==> config.mk <==
export PLATFORM = sky130hd
export DESIGN_NAME = signal_sync_filter
export DESIGN_NICKNAME = d
export VERILOG_FILES = /design/src/rtl/signal_sync_filter_pkg.sv /design/src/rtl/signal_sync_filter_chan.sv /design/src/rtl/signal_sync_filter.sv
export SDC_FILE = /design/constraint.sdc
export NUM_CORES = 1
export LEC_CHECK = 0
export BUFFER_PORTS_ARGS = -buffer_cell sky130_fd_sc_hd__buf_2
export CORE_AREA = 2 2 39 41
export DETAILED_ROUTE_END_ITERATION = 6
export DIE_AREA = 0 0 41 43
export HOLD_SLACK_MARGIN = 0.12
export PLACE_DENSITY = 0.3
export SETUP_SLACK_MARGIN = 0.05
export SLEW_MARGIN = 20
export SYNTH_ARGS = -nofsm -noshare
export SYNTH_HDL_FRONTEND = slang
export SYNTH_SLANG_ARGS = --single-unit
==> constraint.sdc <==
create_clock -name clkB -period 1 [get_ports clkB]
set_input_delay 0.25 -clock clkB [delete_from_list [all_inputs] [get_ports clkB]]
set_output_delay 0.25 -clock clkB [all_outputs]
set_load 0.02 [all_outputs]
==> src/rtl/signal_sync_filter_pkg.sv <==
// ============================================================================
// Package : signal_sync_pkg
// Brief   : Shared constants and helpers for the signal_sync_filter block.
// Rev     : 1.0  initial release
// ============================================================================
`default_nettype none

package signal_sync_pkg;

  localparam int SYNC_MIN_STAGES = 2;

  // Debounce counter width: max(1, clog2(n)).
  function automatic int sync_cnt_width(input int n);
    int w;
    w = $clog2(n);
    return (w < 1) ? 1 : w;
  endfunction

endpackage

`default_nettype wire

==> src/rtl/signal_sync_filter_chan.sv <==
// ============================================================================
// Module : sync_filter_chan
// Brief  : One channel: STAGES-deep synchronizer, debounce counter, strobes.
//          Edge strobes present when SIGNAL_SYNC_FILTER_EDGE_EN is defined.
// Rev    : 1.0  initial release
// ============================================================================
`default_nettype none

module sync_filter_chan
  import signal_sync_pkg::*;
#(
  parameter int   STAGES      = 2,
  parameter int   FILT_CYCLES = 4,
  parameter logic RESET_BIT   = 1'b0
) (
  input  logic clkB,
  input  logic rstB,
  input  logic inA,
  output logic outB,
  output logic changeB
`ifdef SIGNAL_SYNC_FILTER_EDGE_EN
  ,
  output logic riseB,
  output logic fallB
`endif
);

  localparam int             CW        = sync_cnt_width(FILT_CYCLES);
  localparam logic [CW-1:0]  C_CNT_MAX = CW'(FILT_CYCLES - 1);

  logic [STAGES-1:0] r_sync;
  logic [CW-1:0]     r_cnt;
  logic              r_out;
  logic              r_change;
  logic              w_syncd;
  logic              w_fire;

  assign w_syncd = r_sync[STAGES-1];
  assign w_fire  = (w_syncd != r_out) && (r_cnt == C_CNT_MAX);

  always_ff @(posedge clkB or posedge rstB) begin
    if (rstB) begin
      r_sync <= {STAGES{RESET_BIT}};
    end else begin
      r_sync <= {r_sync[STAGES-2:0], inA};
    end
  end

  // Counter tracks consecutive cycles the synced level disagrees with outB;
  // any agreement clears it so separate glitches never accumulate.
  always_ff @(posedge clkB or posedge rstB) begin
    if (rstB) begin
      r_cnt    <= '0;
      r_out    <= RESET_BIT;
      r_change <= 1'b0;
    end else begin
      r_change <= 1'b0;
      if (w_syncd == r_out) begin
        r_cnt <= '0;
      end else if (w_fire) begin
        r_out    <= w_syncd;
        r_cnt    <= '0;
        r_change <= 1'b1;
      end else begin
        r_cnt <= r_cnt + CW'(1);
      end
    end
  end

  assign outB    = r_out;
  assign changeB = r_change;

`ifdef SIGNAL_SYNC_FILTER_EDGE_EN
  logic r_rise;
  logic r_fall;

  always_ff @(posedge clkB or posedge rstB) begin
    if (rstB) begin
      r_rise <= 1'b0;
      r_fall <= 1'b0;
    end else begin
      r_rise <= w_fire &  w_syncd;
      r_fall <= w_fire & ~w_syncd;
    end
  end

  assign riseB = r_rise;
  assign fallB = r_fall;
`endif

endmodule

`default_nettype wire

==> src/rtl/signal_sync_filter.sv <==
// ============================================================================
// Module : signal_sync_filter
// Brief  : WIDTH-channel level synchronizer with per-bit glitch filter.
//          Define SIGNAL_SYNC_FILTER_EDGE_EN to add riseB/fallB strobes.
// Rev    : 1.0  initial release
// ============================================================================
`default_nettype none

module signal_sync_filter
  import signal_sync_pkg::*;
#(
  parameter int               WIDTH       = 1,
  parameter int               STAGES      = 2,
  parameter int               FILT_CYCLES = 4,
  parameter logic [WIDTH-1:0] RESET_VAL   = '0
) (
  input  logic             clkB,
  input  logic             rstB,
  input  logic [WIDTH-1:0] inA,
  output logic [WIDTH-1:0] outB,
  output logic [WIDTH-1:0] changeB
`ifdef SIGNAL_SYNC_FILTER_EDGE_EN
  ,
  output logic [WIDTH-1:0] riseB,
  output logic [WIDTH-1:0] fallB
`endif
);

  if (STAGES < SYNC_MIN_STAGES) begin : g_chk_stages
    $error("signal_sync_filter: STAGES must be >= %0d", SYNC_MIN_STAGES);
  end
  if (FILT_CYCLES < 1) begin : g_chk_filt
    $error("signal_sync_filter: FILT_CYCLES must be >= 1");
  end
  if (WIDTH < 1) begin : g_chk_width
    $error("signal_sync_filter: WIDTH must be >= 1");
  end

  // Channels are independent; no cross-bit coherency.
  for (genvar i = 0; i < WIDTH; i++) begin : g_chan
    sync_filter_chan #(
      .STAGES      (STAGES),
      .FILT_CYCLES (FILT_CYCLES),
      .RESET_BIT   (RESET_VAL[i])
    ) u_chan (
      .clkB    (clkB),
      .rstB    (rstB),
      .inA     (inA[i]),
      .outB    (outB[i]),
      .changeB (changeB[i])
`ifdef SIGNAL_SYNC_FILTER_EDGE_EN
      ,
      .riseB   (riseB[i]),
      .fallB   (fallB[i])
`endif
    );
  end

endmodule

`default_nettype wire
==> flow_summary.toml, run 1 <==
[run_status]
status = "finished, final reports clean"

[synth]
yosys_warnings = 0
syn_avg_cell_area_um2 = 16.3
synthesis.nets = 17
ys_types = 7
synthCells = 13
seq_area_frac_synth_pct = 71.0
synth_area_um2 = 211
yosys_register_bits = 6

[setup_path]
end_kind = "output port"
worst_path_largest_cell_delay_ns = 0.38
critPathKind = "reg2out"
slowest_stage = "dfrtp_1"
critical-path-top-delay-family = "flip-flops"
reg2regPathDepth = 2
path_buf_inv = 1
cp.required_ns = 0.75
start_kind = "flop"
crit_chain = "buf_6"
cp.depth = 1
cp_max_fo = 2
arrival_ns = 0.75

[final_layout]
fillers = 152
layout-drive-gt1-share_pct = 54.2
antennaDiodeCount = 0
num-nets-final = 30
area_growth_pct = 58.6

[timing]
slew_headroom_pct = 83.9
setup_viol = 0
finalHoldWorstSlack_ns = 0.354
slew_viol_final = 0
min_period_ns = 0.999
fmax_mhz = 1000
min_period_over_period_pct = 99.9
rsz0062_at_grt = "yes"
skew_ns = 0.000323
hold_violations = 0
tightest_slew_ns = 0.241
fin_ws_ns = 0.000842

[placed_design]
place.gp.congestion = 0.669
numPortBuffers = 4
hpwlAfterDp_um = 233
dpl_worst_slack_ns = 0.0132

[routing]
drt_iter0_markers = 0
finalWirelength_um = 328
via_count = 137
drtAntennaViolNets = 0
wire_per_inst_um = 8.20
drtPass1Iterations = 1
routed_via_density = 3.43
drc = 0

[cts]
clkLatencyLatePin_ns = 0.24
clock_path_buffers = 2
clkTransAtPathRegs_ns = 0.04
clock-root-buffer = "clkbuf_4"
numCtsBuffers = 3
h-tree-depth = 1
cts_tree = "yes"
cts.sinks = 6

[floorplanning]
die_area_um2 = 1760
num_rows = 14
coreArea_um2 = 1380
dieHeight_um = 43
io_pins = 5
fp.dieW_um = 41
initial_core_util_pct = 15.3

[global_route]
grt_use_total_pct = 6.27
antenna_found_initial = 0
grt_max_degree = 7
grt_pass1_vias = 148
grt_pass1_wl_um = 614
grt_overflow = 0

[power_and_ir_drop]
power_frac_comb_pct = 34.8
p_per_area_nw_per_um2 = 2560
switchingPower_uw = 233
peakVddDrop_mv = 0.648
seqPwrFrac_pct = 40.1
p_leak_uw = 0.000163
power.share.clock_pct = 25.2
sw_frac_of_total_pct = 27.2
p_int_uw = 624

[worst_hold_path]
hold_depth = 0
min_path_type = "reg2reg"

[run]
max_cap_viol_count = 0
-- state kept, by name (all words and copies together), names as in the netlist --
register / count
g_chan.u_chan.r_cnt: 2
g_chan.u_chan.r_sync: 2
g_chan.u_chan.changeB: 1
g_chan.u_chan.outB: 1
-- logic make-up after synthesis --
family / Yosys count / synth area share [%]
xor+xnor: 1 / 4.14
flops: 6 / 71.0
buf+inv: 1 / 1.77
simple gates: 3 / 11.8
mux: 1 / 5.33
fa+ha+maj: 1 / 5.92
-- placed cells by master (no fill, tap or decap) --
cell,count
dlygate4sd3_1,2
ha_2,1
and2_1,2
buf_4,2
buf_2,2
nor3b_2,1
inv_1,1
clkbuf_4,3
dfrtp_1,6
mux2_4,1
buf_6,2
xor2_2,1
-- layer usage --
| metal | wire (um) | part of all wire (%) | up-vias | global-route usage, % |
|---|---|---|---|---|
| met5 | 0 | 0 | - | 0 |
| met4 | 8 | 2.4 | 0 | 10.0 |
| met3 | 23 | 7.0 | 2 | 3.14 |
| met2 | 129 | 39 | 4 | 5.94 |
| met1 | 167 | 51 | 65 | 7.24 |
| li1 | - | - | 66 | - |
-- layout make-up --
type	instances	area [um^2]	share of cell area [%]
sequential	6	150	44.8
timing repair buffer	8	67.6	20.1
inverter	1	3.75	1.12
multi-input combinational	6	71.3	21.3
clock buffer	3	22.5	6.72
tap	16	20.0	5.97
-- synth_stat cells --
cell type,n,area [um^2]
mux2_1,1,11.3
and2_1,2,12.5
dfrtp_1,6,150
ha_1,1,12.5
inv_1,1,3.75
xor2_1,1,8.76
nor3b_2,1,12.5
-- power groups by stage --
stage | combinational (uW) | clock (uW) | sequential [uW]
floorplan | 118 | 0 | 377
global placement | 213 | 0 | 347
detailed placement | 211 | 0 | 350
CTS | 305 | 232 | 343
global route | 335 | 247 | 349
finish | 298 | 216 | 343
-- worst paths after layout --
kind                                            start                         end  slack, ns
min in group asynchronous                        rstB  g_chan[0].u_chan.r_sync[1]       0.47
setup / recovery                g_chan[0].u_chan.outB                        outB     0.0008
setup reg to reg            g_chan[0].u_chan.r_cnt[0]       g_chan[0].u_chan.outB       0.01
hold / removal             g_chan[0].u_chan.r_sync[0]  g_chan[0].u_chan.r_sync[1]       0.35
hold reg to reg            g_chan[0].u_chan.r_sync[0]  g_chan[0].u_chan.r_sync[1]       0.35
max in group asynchronous                        rstB    g_chan[0].u_chan.changeB       0.33
-- metrics by stage --
step	cell area, um^2	setup TNS [ns]	utilization [%]	total power [uW]	std cells
2_1_floorplan	218	0	-	496	13
3_3_place_gp	265	0	19.2	561	34
3_5_place_dp	265	0	19.2	561	34
4_1_cts	335	-0.0152	24.2	880	40
5_1_grt	335	-0.109	24.2	931	40
6_report	335	0	24.2	857	40
-- timing repair --
item / 4_1_cts / 5_1_grt
gates resized for setup: 5 / 0
setup buffers: 1 / 0
endpoints found under the hold margin: 7 / 0
hold buffers: 2 / 0
setup endpoints to repair: 5 / 6
Note: power is estimated with default switching activity, not from simulation.
==> run 2: changes to the inputs <==
==> constraint.sdc (replaced) <==
create_clock -name clkB -period 0.93 [get_ports clkB]
set_input_delay 0.2325 -clock clkB [delete_from_list [all_inputs] [get_ports clkB]]
set_output_delay 0.2325 -clock clkB [all_outputs]
set_load 0.02 [all_outputs]
==> flow_summary.toml, run 2 (same netlist as run 1, synthesis figures left out) <==
[run_status]
status = "complete, but fails checks"
violations = "setup timing"

[timing]
min_period_over_period_pct = 110
slew_viol_final = 0
min_period_ns = 1.02
finalHoldWorstSlack_ns = 0.344
slew_headroom_pct = 84.1
tightest_slew_ns = 0.238
fin_ws_ns = -0.0925
rsz0062_at_grt = "yes"
fmax_mhz = 978
hold_violations = 0
setup_viol = 4
skew_ns = 0.00263

[power_and_ir_drop]
seqPwrFrac_pct = 41.1
peakVddDrop_mv = 0.568
switchingPower_uw = 264
power_frac_comb_pct = 33.8
p_per_area_nw_per_um2 = 2740
power.share.clock_pct = 25.1
p_int_uw = 680
p_leak_uw = 0.000165
sw_frac_of_total_pct = 28.0

[global_route]
grt_pass1_wl_um = 593
grt_max_degree = 7
grt_overflow = 0
antenna_found_initial = 0
grt_pass1_vias = 159
grt_use_total_pct = 6.05

[routing]
drt_iter0_markers = 0
drc = 0
via_count = 130
routed_via_density = 3.25
drtAntennaViolNets = 0
finalWirelength_um = 317
wire_per_inst_um = 7.93
drtPass1Iterations = 1

[setup_path]
slowest_stage = "dfrtp_1"
cp_max_fo = 3
worstReg2RegEnd = "g_chan[0].u_chan.outB"
crit_chain = "buf_6"
start_kind = "flop"
ff2ff_setup_slack_ns = -0.05
crit_start = "g_chan[0].u_chan.outB"
critPathKind = "reg2out"
r2r-start = "g_chan[0].u_chan.r_cnt[0]"
critical-path-top-delay-family = "flip-flops"
cp.required_ns = 0.70
path_buf_inv = 1
reg2regPathDepth = 2
worst_path_largest_cell_delay_ns = 0.40
end_kind = "output port"
arrival_ns = 0.79

[final_layout]
area_growth_pct = 62.7
final_util_pct = 24.9
num-nets-final = 30
top_regs = "g_chan.u_chan.r_cnt: 2 flops, g_chan.u_chan.r_sync: 2 flops"
layout_commonest_cell = "dfrtp_1"
layout_common_cells = "dfrtp_1, clkbuf_4, buf_6"
antennaDiodeCount = 0
layout-drive-gt1-share_pct = 54.2

[floorplanning]
die_area_um2 = 1760
initial_core_util_pct = 15.3
io_pins = 5
coreArea_um2 = 1380
num_rows = 14
fp.dieW_um = 41
dieHeight_um = 43

[cts]
clock_path_buffers = 2
clock-root-buffer = "clkbuf_4"
numCtsBuffers = 3
clkLatencyLatePin_ns = 0.24
cts_tree = "yes"
h-tree-depth = 1
cts.sinks = 6
cts_setup_buffers = 0
clkTransAtPathRegs_ns = 0.05

[placed_design]
place.gp.congestion = 0.696
numPortBuffers = 4

[worst_hold_path]
hp-start = "g_chan[0].u_chan.r_sync[0]"
hold_end = "g_chan[0].u_chan.r_sync[1]"
hold_depth = 0
min_path_type = "reg2reg"

[run]
max_cap_viol_count = 0
## run 2: cell counts in the layout (fill, tap and decap cells not counted)
No cell type changed its count.
## run 2: routing by layer
metal | GRT usage (%) | share of wire [%] | up-vias
li1 | - | - | 64
met1 | 5.86 | 44 | 60
met2 | 6.56 | 45 | 4
met3 | 3.14 | 7.9 | 2
met4 | 10.0 | 2.5 | 0
met5 | 0 | 0 | -
## run 2: cell type report
class                      instances  area, um^2
clock buffer                       3        22.5
fill                             152        1040
inverter                           1        3.75
multi-input combinational          6        76.3
sequential                         6         150
tap                               16        20.0
timing repair buffer               8        71.3
## run 2: worst max-delay path by stage
stage	cells past startpoint	end
finish	1	outB
global route	1	outB
CTS	1	outB
detailed placement	2	g_chan[0].u_chan.outB
global placement	2	g_chan[0].u_chan.outB
floorplan	2	g_chan[0].u_chan.outB
## run 2: repair_timing
item / 4_1_cts / 5_1_grt
pin swaps: 1 / 0
hold buffers: 2 / 0
endpoints found under the setup margin: 5 / 6
endpoints found under the hold margin: 7 / 0
gates resized for setup: 7 / 0
## run 2: stage by stage
stage               setup TNS, ns  instance area [um^2]  cells  power, uW  worst slack (ns)
finish                     -0.182                   344     40        943           -0.0925
global route               -0.359                   344     40       1030            -0.130
CTS                        -0.232                   344     40        965            -0.106
detailed placement        -0.0484                   273     35        635           -0.0389
global placement          -0.0402                   273     35        629           -0.0373
floorplan                 -0.0387                   218     13        533           -0.0387
## run 2: power by group through the flow
stage	Sequential (uW)	Clock, uW	Combinational, uW
after global routing	400	264	361
after global placement	370	0	259
after detailed placement	372	0	263
after CTS	390	249	325
final	388	237	319
after floorplan	406	0	127
